[config.mk]
export PLATFORM = sky130hd
export DESIGN_NAME = pdp11_trace_buffer
export DESIGN_NICKNAME = d
export VERILOG_FILES = /design/src/rtl/pdp11_trace_buffer.sv
export SDC_FILE = /design/constraint.sdc
export NUM_CORES = 2
export LEC_CHECK = 0
export CAP_MARGIN = 40
export CORE_ASPECT_RATIO = 0.7
export CORE_MARGIN = 2
export CORE_UTILIZATION = 50
export CTS_CLUSTER_DIAMETER = 200
export DETAILED_ROUTE_END_ITERATION = 8
export PLACE_DENSITY = 0.74
export SYNTH_ARGS = -nofsm -noshare
export SYNTH_HDL_FRONTEND = slang
export SYNTH_SLANG_ARGS = --single-unit
export TNS_END_PERCENT = 50
[constraint.sdc]
create_clock -name clk -period 18.1 [get_ports clk]
set_clock_uncertainty 0.15 [all_clocks]
set_input_delay 2.715 -clock clk [delete_from_list [all_inputs] [get_ports clk]]
set_output_delay 2.715 -clock clk [all_outputs]
set_load 0.02 [all_outputs]
[src/rtl/pdp11_trace_buffer.sv]
// Execution-trace capture for the pdp11 core: circular buffer of
// {fetch, istate, psw, pc, stamp} with arm / pc-trigger / halt control.
module pdp11_trace_buffer #(
    parameter int DEPTH        = 64,
    parameter int ISTATE_W     = 4,
    parameter int HALT_ISTATE  = 0,
    parameter int FETCH_ISTATE = 1,
    parameter int POST_TRIG    = 16,
    localparam int AW          = $clog2(DEPTH),
    localparam int EW          = 49 + ISTATE_W
) (
    input  logic                clk,
    input  logic                reset,
    input  logic                arm,
    input  logic                sample,
    input  logic [15:0]         pc,
    input  logic [15:0]         psw,
    input  logic [ISTATE_W-1:0] istate,
    input  logic                trig_en,
    input  logic [15:0]         trig_pc,
    input  logic [AW-1:0]       rd_addr,
    input  logic                rd_en,
    output logic [EW-1:0]       rd_data,
    output logic                rd_valid,
    output logic                busy,
    output logic                done,
    output logic                triggered,
    output logic                halted,
    output logic [AW:0]         count,
    output logic [31:0]         cycle_count
);

    if (DEPTH < 4 || DEPTH > 4096 || (DEPTH & (DEPTH - 1)) != 0) begin : g_bad_depth
        $error("pdp11_trace_buffer: DEPTH must be a power of two in 4..4096");
    end
    if (POST_TRIG < 0 || POST_TRIG >= DEPTH) begin : g_bad_post
        $error("pdp11_trace_buffer: POST_TRIG must be below DEPTH");
    end

    localparam logic [ISTATE_W-1:0] HALT_V  = ISTATE_W'(HALT_ISTATE);
    localparam logic [ISTATE_W-1:0] FETCH_V = ISTATE_W'(FETCH_ISTATE);
    localparam logic [AW-1:0]       POST_V  = AW'(POST_TRIG);
    localparam logic [AW:0]         FULL    = (AW + 1)'(DEPTH);

    typedef enum logic [1:0] {
        S_IDLE,
        S_ARMED,
        S_POST,
        S_DONE
    } state_t;

    state_t        state_q, state_d;
    logic [AW:0]   count_q, count_d;
    logic [AW-1:0] wr_ptr_q, wr_ptr_d;
    logic [AW-1:0] post_q, post_d;
    logic          trig_q, trig_d;
    logic          halt_q, halt_d;
    logic          busy_q, busy_d;
    logic          done_q, done_d;
    logic [31:0]   cyc_q, cyc_d;
    logic          rd_valid_q, rd_valid_d;
    logic          rd_zero_q, rd_zero_d;

    logic          cap;
    logic          hit;
    logic          hlt;
    logic          we;
    logic [EW-1:0] wdata;
    logic [AW-1:0] phys;
    logic [EW-1:0] ram_q;
    logic [EW-1:0] mem [DEPTH];

    always_comb begin
        state_d    = state_q;
        count_d    = count_q;
        wr_ptr_d   = wr_ptr_q;
        post_d     = post_q;
        trig_d     = trig_q;
        halt_d     = halt_q;
        we         = 1'b0;
        cyc_d      = cyc_q + 32'd1;
        rd_valid_d = rd_en;
        rd_zero_d  = rd_zero_q;
        if (rd_en) begin
            rd_zero_d = ({1'b0, rd_addr} >= count_q);
        end

        cap   = (state_q == S_ARMED || state_q == S_POST) && sample && !arm;
        hit   = trig_en && (pc == trig_pc);
        hlt   = (istate == HALT_V);
        wdata = {istate == FETCH_V, istate, psw, pc, cyc_q[15:0]};

        // arm wins over everything, including a capture in the same cycle
        if (arm) begin
            state_d  = S_ARMED;
            count_d  = '0;
            wr_ptr_d = '0;
            post_d   = '0;
            trig_d   = 1'b0;
            halt_d   = 1'b0;
        end else if (cap) begin
            we       = 1'b1;
            wr_ptr_d = wr_ptr_q + AW'(1);
            if (count_q != FULL) begin
                count_d = count_q + (AW + 1)'(1);
            end
            if (state_q == S_ARMED && hit) begin
                trig_d = 1'b1;
                if (POST_TRIG == 0) begin
                    state_d = S_DONE;
                end else begin
                    state_d = S_POST;
                    post_d  = POST_V;
                end
            end else if (state_q == S_POST) begin
                post_d = post_q - AW'(1);
                if (post_q == AW'(1)) begin
                    state_d = S_DONE;
                end
            end
            if (hlt) begin
                halt_d  = 1'b1;
                state_d = S_DONE;
            end
        end

        busy_d = (state_d == S_ARMED) || (state_d == S_POST);
        done_d = (state_d == S_DONE);
        phys   = ((count_q == FULL) ? wr_ptr_q : '0) + rd_addr;
    end

    always_ff @(posedge clk or posedge reset) begin
        if (reset) begin
            state_q    <= S_IDLE;
            count_q    <= '0;
            wr_ptr_q   <= '0;
            post_q     <= '0;
            trig_q     <= 1'b0;
            halt_q     <= 1'b0;
            busy_q     <= 1'b0;
            done_q     <= 1'b0;
            cyc_q      <= '0;
            rd_valid_q <= 1'b0;
            rd_zero_q  <= 1'b1;
        end else begin
            state_q    <= state_d;
            count_q    <= count_d;
            wr_ptr_q   <= wr_ptr_d;
            post_q     <= post_d;
            trig_q     <= trig_d;
            halt_q     <= halt_d;
            busy_q     <= busy_d;
            done_q     <= done_d;
            cyc_q      <= cyc_d;
            rd_valid_q <= rd_valid_d;
            rd_zero_q  <= rd_zero_d;
        end
    end

    // Read-first RAM: a read of the slot being overwritten returns the old entry
    always_ff @(posedge clk) begin
        if (we) begin
            mem[wr_ptr_q] <= wdata;
        end
        if (rd_en) begin
            ram_q <= mem[phys];
        end
    end

    assign rd_data     = rd_zero_q ? '0 : ram_q;
    assign rd_valid    = rd_valid_q;
    assign busy        = busy_q;
    assign done        = done_q;
    assign triggered   = trig_q;
    assign halted      = halt_q;
    assign count       = count_q;
    assign cycle_count = cyc_q;

endmodule
==> results.tsv <==
stage	metric	value	unit
setup_path	critical-path-max-stage-delay	1210	ps
setup_path	worstPathArrival	8870	ps
drt	drt-wirelength-per-cell	38.9	µm
placement	port_buffers	160	
cts	insertion_delay	870	ps
drt	top_layer_used	met5	
power	cellPowerDensity	107	nW/µm²
cts	cts_setup_buffers	0	
setup_path	path_buf_inv	5	
layout	final_common_cell	edfxtp_1	
timing	setup_violations	0	
drt	dr_total_vias	65400	
floorplanning	core-area	268000	µm²
global_route	antenna_found_initial	18	
setup_path	crit_fanout	57	
power	leakagePower	48.5	nW
setup_path	cp_top_family	buffers and inverters	
setup_path	crit_path_end_kind	flip-flop	
drt	first_pass_iters	6	
synthesis	syn_nets	5520	
synthesis	ys_ff_latch	3504	
floorplanning	num_rows	159	
setup_path	critPathSlowestCell	fa_4	
drt	first_iter_violations	11900	
run	cap_violations	0	
synthesis	syn_avg_cell_area	24.7	µm²
synthesis	seq_area_frac_synth	78.1	%
cts	numCtsBuffers	321	
cts	clk_pin_slew	60	ps
global_route	grt_pass1_wl	522000	µm
synthesis	synth_edf_count	3445	
timing	layout_min_cycle_time	8430	ps
timing	slew_violations	0	
synthesis	synthTopCellsByArea	edfxtp_1, mux4_2, mux2i_1	
cts	cts_max_level	5	
drt	wl_met3	58300	µm
layout	final_cell_mix	edfxtp_1, mux4_2, clkbuf_16	
layout	finalCoreUtilization	57.1	%
timing	layout_worst_path_cycle_share	46.6	%
timing	worstMarginPinSlew	1160	ps
drt	drcViolationCount	0	
cts	clkSinkCount	3504	
status	status	completed	
global_route	grt_usage	27.7	%
synthesis	yosys_warnings	0	
synthesis	ys_types	46	
timing	finalSetupTns	0	ps
cts	hold_buffers	0	
global_route	first_global_vias	64700	
cts	cts_tree	built	
synthesis	netlist_area	134000	µm²
timing	fmax	119	MHz
synthesis	ys_async_sr_fraction	1.68	%
timing	grt_setup_unrepaired	no	
floorplanning	die_y	438	µm
setup_path	crit_top_cell	buf_4	
placement	gp_congestion	0.799	
floorplanning	io_pins	161	
layout	final.fill_count	18300	
cts	root_buffer	clkbuf_16	
layout	syn2layout_area_growth	13.8	%
floorplanning	dieArea	273000	µm²
timing	final_hold_viol_count	0	
drt	viasPerCell	6.73	
setup_path	worstPathCellList	clkdlybuf4s50_1, ha_4, inv_1, fa_4, buf_4, buf_4, buf_4, mux4_2, mux4_2, mux2i_1, mux2i_1	
layout	nets	5984	
setup_path	crit_type	in -> reg	
layout	layout-drive-gt1-share	31.1	%
drt	wirelength	378000	µm
synthesis	yosys.area.top_type_share	77.0	%
global_route	grt_max_degree	169	
power	irDropWorstVdd	0.0817	mV
timing	max-slew-margin-rel	23.0	%
floorplanning	chipWidth	623	µm
setup_path	required	18540	ps
placement	dpl.hpwl	197000	µm
cts	clk_path_buf_depth	4	
drt	postRouteAntennaNets	0	
drt	wl_met1	134000	µm
synthesis	synthFlopType	edfxtp_1	
floorplanning	initial_utilization	50.2	%
setup_path	crit_path_start_kind	input port	
global_route	overflow	0	
synthesis	yosysTopAreaCell	edfxtp_1	
synthesis	syn_inst	5435	
cts	ctsResizeCount	0	
drt	dr_wl_met2	170000	µm
hold_path	min_path_type	reg -> reg	
registers in the layout (all words and copies together) (netlist names):
register     flops
triggered        1
ram_q           53
state_q          2
post_q           6
count            7
rd_valid         1
cycle_count     32
busy             1
halted           1
mem           3392
rd_zero_q        1
done             1
wr_ptr_q         6
per-stage QoR:
step	total power, mW	instances	hold slack, ps	area, µm²	worst slack [ps]
floorplan	9.51	5435	335	134000	10330
global placement	9.77	9049	306	141000	8740
detailed placement	9.80	9110	314	142000	8880
CTS	16.4	9685	327	153000	9780
global route	16.7	9705	331	153000	9620
finish	16.4	9715	323	153000	9670
layer usage:
metal | GRT usage, % | vias up
li1 | - | 24300
met1 | 40.4 | 34700
met2 | 41.0 | 5613
met3 | 7.52 | 777
met4 | 9.37 | 4
met5 | 0.0702 | -
Yosys cell counts, types with 3 or more instances:
cell type / n
nor2b_1: 58
or3_1: 8
nand4_1: 12
buf_1: 4
a21oi_1: 9
nor2_1: 91
xnor2_1: 32
mux4_2: 1058
nor4b_1: 3
and2_1: 5
buf_2: 107
a211oi_1: 3
nand3_1: 26
mux2i_1: 161
o21ai_0: 10
a21o_1: 6
dfrtp_1: 58
and3_1: 5
nand2b_1: 8
inv_1: 18
nor4_1: 6
clkbuf_1: 140
ha_1: 20
buf_4: 39
edfxtp_1: 3445
a22oi_1: 4
nor3_1: 13
nand2_1: 40
xor2_1: 27
power breakdown:
group	internal (mW)	switching [mW]	leakage [nW]	total [mW]
logic	0.312	0.397	11.0	0.709
registers	8.90	0.0264	32.6	8.92
clock network	3.74	2.98	4.98	6.72
total	12.9	3.40	48.5	16.4
area by class of cell:
type,instances,area [µm²],area share (%)
repair buffers,433,4700,3.08
flip-flops and latches,3504,105000,68.7
clock buffers,386,8510,5.57
multi-input cells,1621,28500,18.6
clock inverters,189,1660,1.09
well taps,3542,4430,2.90
inverters,18,67.6,0.0442
diodes,22,55.1,0.0360
final timing paths:
kind / startpoint / end / slack (ps) / cells past startpoint
min: cycle_count[31] / cycle_count[31] / 320 / 1
max reg2reg: count[2] / ram_q[22] / 10690 / 13
min reg2reg: cycle_count[31] / cycle_count[31] / 320 / 1
min in group asynchronous: reset / cycle_count[6] / 2270 / 3
max: rd_addr[0] / ram_q[22] / 9670 / 11
max in group asynchronous: reset / cycle_count[3] / 14890 / 3
cells by family (layout without fill, tap and decap cells):
group | after synthesis | after routing | share of synthesized area (%)
flip-flops | 3504 | 3504 | 78.1
multiplexers | 1220 | 1220 | 19.0
buffers and inverters | 310 | 1026 | 1.09
AND/OR/NAND/NOR | 282 | 282 | 1.05
XOR/XNOR | 60 | 60 | 0.402
AO/OA/AOI/OAI | 38 | 38 | 0.177
adder cells (fa/ha/maj) | 21 | 21 | 0.201
other | 0 | 22 | 0
No activity file was read; power rests on OpenSTA's default activity.
